===== config.mk =====
export PLATFORM = sky130hd
export DESIGN_NAME = mux_rr_arbiter_flat
export DESIGN_NICKNAME = d
export VERILOG_FILES = /design/src/rtl/mux_rr_arbiter_if.sv /design/src/rtl/mux_rr_arbiter.sv /design/src/flat_wrapper.sv
export SDC_FILE = /design/constraint.sdc
export NUM_CORES = 1
export LEC_CHECK = 0
export CAP_MARGIN = 40
export CORE_AREA = 5 5 42 44
export CTS_CLUSTER_SIZE = 40
export DETAILED_ROUTE_END_ITERATION = 10
export DIE_AREA = 0 0 47 49
export PLACE_DENSITY_LB_ADDON = 0.08
export SYNTH_ARGS = -nofsm -noshare
export SYNTH_HDL_FRONTEND = slang
export SYNTH_SLANG_ARGS = --single-unit

===== constraint.sdc =====
create_clock -name clk -period 3.3 [get_ports clk]
set_clock_uncertainty 0.05 [all_clocks]
set_input_delay 0.33 -clock clk [delete_from_list [all_inputs] [get_ports clk]]
set_output_delay 0.33 -clock clk [all_outputs]
set_load 0.005 [all_outputs]

===== src/rtl/mux_rr_arbiter_if.sv =====
// Bus between the requesters/mux datapath and the round-robin arbiter.
// The master side drives requests and data; the slave side is the arbiter.
interface mux_rr_arbiter_if;
    logic [3:0] req;
    logic [3:0] data_inputs;
    logic [3:0] grant;
    logic [1:0] select;
    logic       busy;
    logic       data_out;

    modport master (
        output req,
        output data_inputs,
        input  grant,
        input  select,
        input  busy,
        input  data_out
    );

    modport slave (
        input  req,
        input  data_inputs,
        output grant,
        output select,
        output busy,
        output data_out
    );
endinterface


===== src/rtl/mux_rr_arbiter.sv =====
// Round-robin arbiter in front of a 4:1 mux select. Issues a registered
// one-hot grant with hold-until-release ownership, drives the encoded
// select, and registers the selected data bit one edge later.
// Optional macro MUX_ARB_TIMEOUT_EN adds a hold counter that forces a
// handover after HOLD_MAX consecutive cycles when others are waiting.
module mux_rr_arbiter #(
    parameter int HOLD_MAX = 8
) (
    input  logic              clk,
    input  logic              rst,
    mux_rr_arbiter_if.slave   bus
);

    // Reject illegal hold limits at elaboration time.
    if (HOLD_MAX < 2) begin : g_bad_hold_max
        $error("mux_rr_arbiter: HOLD_MAX must be >= 2");
    end

    typedef enum logic {
        ST_IDLE,
        ST_GRANT
    } state_e;

    state_e     state_q, state_d;
    logic [1:0] ptr_q, ptr_d;
    logic [3:0] grant_q, grant_d;
    logic [1:0] select_q, select_d;
    logic       busy_q, busy_d;
    logic       data_out_q, data_out_d;

    logic [2:0] pick;        // {found, index} from the priority pointer
    logic       new_grant;
    logic [1:0] new_idx;

`ifdef MUX_ARB_TIMEOUT_EN
    localparam int CNT_W = (HOLD_MAX > 2) ? $clog2(HOLD_MAX) : 1;
    localparam logic [CNT_W-1:0] CNT_LAST = CNT_W'(HOLD_MAX - 1);

    logic [CNT_W-1:0] hold_cnt_q, hold_cnt_d;
    logic [2:0]       force_pick;  // {found, index} among non-owners only
`endif

    // First set request scanning start, start+1, start+2, start+3 (mod 4).
    function automatic logic [2:0] rr_pick(input logic [3:0] req_vec,
                                           input logic [1:0] start);
        logic [2:0] res;
        logic [1:0] idx;
        res = 3'b000;
        // Scan from the far end so the nearest hit is written last.
        for (int i = 3; i >= 0; i--) begin
            idx = start + 2'(i);
            if (req_vec[idx]) res = {1'b1, idx};
        end
        return res;
    endfunction

    // Next-state, grant selection and registered data mux.
    always_comb begin
        // NOTE: every target gets a default first so no path leaves it unassigned and infers a latch.
        state_d    = state_q;
        ptr_d      = ptr_q;
        grant_d    = grant_q;
        select_d   = select_q;
        busy_d     = busy_q;
        new_grant  = 1'b0;
        new_idx    = select_q;
        pick       = rr_pick(bus.req, ptr_q);
`ifdef MUX_ARB_TIMEOUT_EN
        hold_cnt_d = hold_cnt_q;
        force_pick = rr_pick(bus.req & ~grant_q, select_q + 2'd1);
`endif

        case (state_q)
            ST_IDLE: begin
                if (pick[2]) begin
                    new_grant = 1'b1;
                    new_idx   = pick[1:0];
                end
            end
            ST_GRANT: begin
                if (bus.req[select_q]) begin
`ifdef MUX_ARB_TIMEOUT_EN
                    // Owner still requesting: force a handover once the
                    // hold limit is reached and someone else is waiting.
                    if (hold_cnt_q == CNT_LAST && force_pick[2]) begin
                        new_grant = 1'b1;
                        new_idx   = force_pick[1:0];
                    end else if (hold_cnt_q != CNT_LAST) begin
                        hold_cnt_d = hold_cnt_q + 1'b1;
                    end
`endif
                end else if (pick[2]) begin
                    // Owner released with others pending: direct handover.
                    new_grant = 1'b1;
                    new_idx   = pick[1:0];
                end else begin
                    // Owner released, nobody waiting: go idle, keep select.
                    grant_d = 4'b0000;
                    busy_d  = 1'b0;
                    state_d = ST_IDLE;
                end
            end
            default: state_d = ST_IDLE;
        endcase

        if (new_grant) begin
            grant_d    = 4'b0001 << new_idx;
            select_d   = new_idx;
            ptr_d      = new_idx + 2'd1;
            busy_d     = 1'b1;
            state_d    = ST_GRANT;
`ifdef MUX_ARB_TIMEOUT_EN
            hold_cnt_d = '0;
`endif
        end

        data_out_d = busy_q ? bus.data_inputs[select_q] : 1'b0;
    end

    // State registers with synchronous reset.
    always_ff @(posedge clk) begin
        // NOTE: sequential state uses non-blocking assignments so all flops update from pre-edge values.
        if (rst) begin
            state_q    <= ST_IDLE;
            ptr_q      <= 2'd0;
            grant_q    <= 4'b0000;
            select_q   <= 2'd0;
            busy_q     <= 1'b0;
            data_out_q <= 1'b0;
`ifdef MUX_ARB_TIMEOUT_EN
            hold_cnt_q <= '0;
`endif
        end else begin
            state_q    <= state_d;
            ptr_q      <= ptr_d;
            grant_q    <= grant_d;
            select_q   <= select_d;
            busy_q     <= busy_d;
            data_out_q <= data_out_d;
`ifdef MUX_ARB_TIMEOUT_EN
            hold_cnt_q <= hold_cnt_d;
`endif
        end
    end

    assign bus.grant    = grant_q;
    assign bus.select   = select_q;
    assign bus.busy     = busy_q;
    assign bus.data_out = data_out_q;

endmodule

===== src/flat_wrapper.sv =====
// flat-port wrapper written by rule: the top's interface ports become plain ports
module mux_rr_arbiter_flat 
#(
    parameter int HOLD_MAX = 8
)
  (clk, rst, bus_req, bus_data_inputs, bus_grant, bus_select, bus_busy, bus_data_out);
  mux_rr_arbiter_if bus_i ();
  input  logic clk;
  input  logic rst;
  input wire logic [$bits(bus_i.req)-1:0] bus_req;
  input wire logic [$bits(bus_i.data_inputs)-1:0] bus_data_inputs;
  output wire logic [$bits(bus_i.grant)-1:0] bus_grant;
  output wire logic [$bits(bus_i.select)-1:0] bus_select;
  output wire logic [$bits(bus_i.busy)-1:0] bus_busy;
  output wire logic [$bits(bus_i.data_out)-1:0] bus_data_out;
  assign bus_i.req = bus_req;
  assign bus_i.data_inputs = bus_data_inputs;
  assign bus_grant = bus_i.grant;
  assign bus_select = bus_i.select;
  assign bus_busy = bus_i.busy;
  assign bus_data_out = bus_i.data_out;
  mux_rr_arbiter #(.HOLD_MAX(HOLD_MAX)) u_core (.clk(clk), .rst(rst), .bus(bus_i));
endmodule

==> out/qor.csv <==
metric,value,unit
status,"finished, final reports clean",
Mapped Area,571,um2
"antenna viol nets, final",0,
mux contribution to synthesized area,7.24,%
Crit Path Max Fanout,6,
clk root buf,clkbuf_4,
pin count of the biggest net entering global routing,10,
Sink Count,11,
RSZ-0062 raised after global routing,false,
Pwr per Cell Area,500,nW/um2
footprint of the multi-input gates,324,um2
fin nets,94,
Setup Viol. Count Final,0,
Via density,5.34,
Worst R2R Setup Slack,1.50,ns
Post-Route WL,1340,um
WS Path Type,input port to flip-flop,
CP arrival,2.06,ns
first-pass GRT wire length,2310,um
Area Overhead vs Synth,35.3,%
post-synthesis adder-cell area fraction,0,%
Worst Path Required,3.46,ns
Syn Inst Count,64,
worst r2r src,u_core.bus.select[0]$_SDFFE_PP0P_,
Final Hold Fails,0,
drt first pass iters,4,
crit start category,input port,
antenna violations before repair,0,
vias,529,
H-tree levels,1,
Iter 0 DRT Violations,13,
largest family of logic cells by synthesized area,compound AO/OA/AOI/OAI gates,
All-Layer GR Usage,13.5,%
GPL Wtd Cong,0.766,
period utilization,57.7,%
final core utilization,55.1,%
Placeable Area,1400,um2
Pins Over Slew Limit,0,
Post-CTS Setup Repair Bufs,0,
#FFs+latches synth,11,
Worst Hold Path EP,u_core.bus.grant[3]$_SDFFE_PP0P_,
io pins,18,
DRC,0,
Synth Area in XOR/XNOR,1.54,%
Simple-Gate Fraction of Synth Area,23.0,%
cells along the critical path,"clkdlybuf4s50_1, or4_4, o22a_1, a21oi_2, a32o_1",
"CTS clk-pin slew, worst paths",0.07,ns
hold buffers post-CTS,0,
CTS tree,yes,
post_cts resized,0,
Worst-Margin Slew,0.536,ns
Synth cell types,30,
Worst R2R End,u_core.bus.grant[2]$_SDFFE_PP0P_,
Sequential Area,220,um2
share of cells above drive strength 1,8.43,%
clock power share,23.5,%
total CTS buffers,3,
clk buf depth,2,
std cell rows,14,
hold path cells,1,
CP max stage delay,0.56,ns
combinational share of power,32.8,%
sequential fraction of the synthesis area,38.6,%
Critical Path Slowest Stage Cell,or4_4,
Max VDD drop,245,uV
switching power of the nets,0.000118,W
# fillers,140,
number of port buffers,17,
die area,2300,um2
cell taking the most area after synthesis,dfxtp_1,
fmax,525,MHz
yosys warns,0,
antenna cells,0,
die height,49,um
leakage,0.287,nW
gr ovfl total,0,
endpoint class of the critical path,flip-flop,
starting density of the core,40.7,%
Yosys top cell area share,38.6,%
Internal,0.000268,W
setup TNS,0,ns
min cycle time layout,1.90,ns
Compound-Gate Fraction of Synth Area,25.0,%
DP HPWL,1020,um
drt wl/cell,13.5,um
hold_sp,u_core.bus.grant[3]$_SDFFE_PP0P_,
clk_lat worst skew,0.26,ns
r2r worst-path depth,5,
slew margin rel.,63.9,%
Min-Delay Path Class,flip-flop to flip-flop,
Die Width,47,um
sequential power share,43.7,%
maximum capacitance violations,0,
syn nets,74,
vias in the first global route,535,
synth top area cells,"dfxtp_1 (39%), mux2i_1 (5.3%), nor2b_1 (4.4%), nor3_1 (3.5%), nor2_1 (3.3%)",
Avg Inst Size Synth,8.91,um2
Switching Fraction,30.5,%
-- metrics by stage --
stage	instances	instance area, um2	total power [W]	worst slack (ns)	hold slack [ns]
final	99	772	0.000386	1.40	0.415
after floorplan	64	571	0.000247	1.72	0.406
after global placement	95	746	0.000299	1.16	0.400
after CTS	99	772	0.000389	1.40	0.423
after detailed placement	95	746	0.000298	1.14	0.401
after global routing	99	772	0.000412	1.24	0.434
-- Yosys cell counts --
cell type  count
a21boi_0       1
a21oi_1        3
a21oi_2        1
a22o_1         1
a32o_1         1
and2_1         1
buf_6          1
clkbuf_1       1
dfxtp_1       11
inv_1          3
mux2_2         1
mux2i_1        3
nand2_1        4
nand2b_1       2
nand3_1        2
nor2_1         5
nor2b_1        4
nor3_1         4
nor4_1         1
o2111a_1       1
o211a_1        1
o21ai_0        2
o22a_1         2
o22ai_1        1
o2bb2ai_1      2
o31ai_1        1
o31ai_2        1
or3_1          1
or4_4          1
xnor2_1        1
-- metal layers --
layer	routed length (um)	vias up	part of all wire, %	track usage [%]
li1	-	274	-	-
met4	12	0	0.90	5.53
met1	672	243	50	19.0
met3	64	2	4.8	3.69
met5	0	-	0	0
met2	590	10	44	18.8
-- worst max path at each step --
stage / from / end / slack (ns)
floorplan: u_core.bus.select[0]$_SDFFE_PP0P_ / u_core.bus.grant[2]$_SDFFE_PP0P_ / 1.72
global placement: bus_req[1] / u_core.bus.grant[1]$_SDFFE_PP0P_ / 1.16
detailed placement: bus_req[1] / u_core.bus.grant[1]$_SDFFE_PP0P_ / 1.14
CTS: bus_req[1] / u_core.bus.grant[1]$_SDFFE_PP0P_ / 1.40
global route: bus_req[1] / u_core.bus.grant[2]$_SDFFE_PP0P_ / 1.24
finish: bus_req[1] / u_core.bus.grant[1]$_SDFFE_PP0P_ / 1.40
-- power by group through the flow --
stage	sequential (W)	combinational, W	clock (W)
6_report	0.000169	0.000126	0.0000908
5_1_grt	0.000172	0.000140	0.0000997
4_1_cts	0.000169	0.000127	0.0000929
3_5_place_dp	0.000172	0.000126	0
3_3_place_gp	0.000172	0.000127	0
2_1_floorplan	0.000169	0.0000786	0
-- placed cells by master, fill, tap and decap left out, types with 2 or more instances in the layout --
cell type | Yosys | routed
nor2_1 | 5 | 5
nand3_1 | 2 | 2
nand2_1 | 4 | 4
nor3_1 | 4 | 4
a21oi_1 | 3 | 3
nand2b_1 | 2 | 2
clkbuf_4 | 0 | 3
o22a_1 | 2 | 2
clkdlybuf4s50_1 | 0 | 17
dfxtp_1 | 11 | 11
o2bb2ai_1 | 2 | 2
nor2b_1 | 4 | 4
inv_1 | 3 | 3
mux2i_1 | 3 | 3
o21ai_0 | 2 | 2
-- sequential cells by signal, indices dropped and copies added, names as in the netlist --
name                 cells
u_core.bus.grant         4
u_core.bus.select        2
u_core.bus.busy          1
u_core.state_q           1
u_core.ptr_q             2
u_core.bus.data_out      1
-- area by class of cell --
cell class / count / area share (%)
Clock buffer: 4 / 3.40
Timing Repair Buffer: 17 / 22.0
Tap cell: 16 / 2.59
Multi-Input combinational cell: 48 / 42.0
Inverter: 3 / 1.46
Sequential cell: 11 / 28.5
-- cell families after synthesis --
kind of cell	after synthesis
buf+inv	5
flops	11
simple gates	25
mux	4
xor+xnor	1
compound gates	18
-- critical path, delay by kind of cell --
kind                   cells  cell delay, ns
AND/OR/NAND/NOR            1            0.56
buffers and inverters      1            0.51
AO/OA/AOI/OAI              3            0.66
Power figures use the tool's default switching activity.
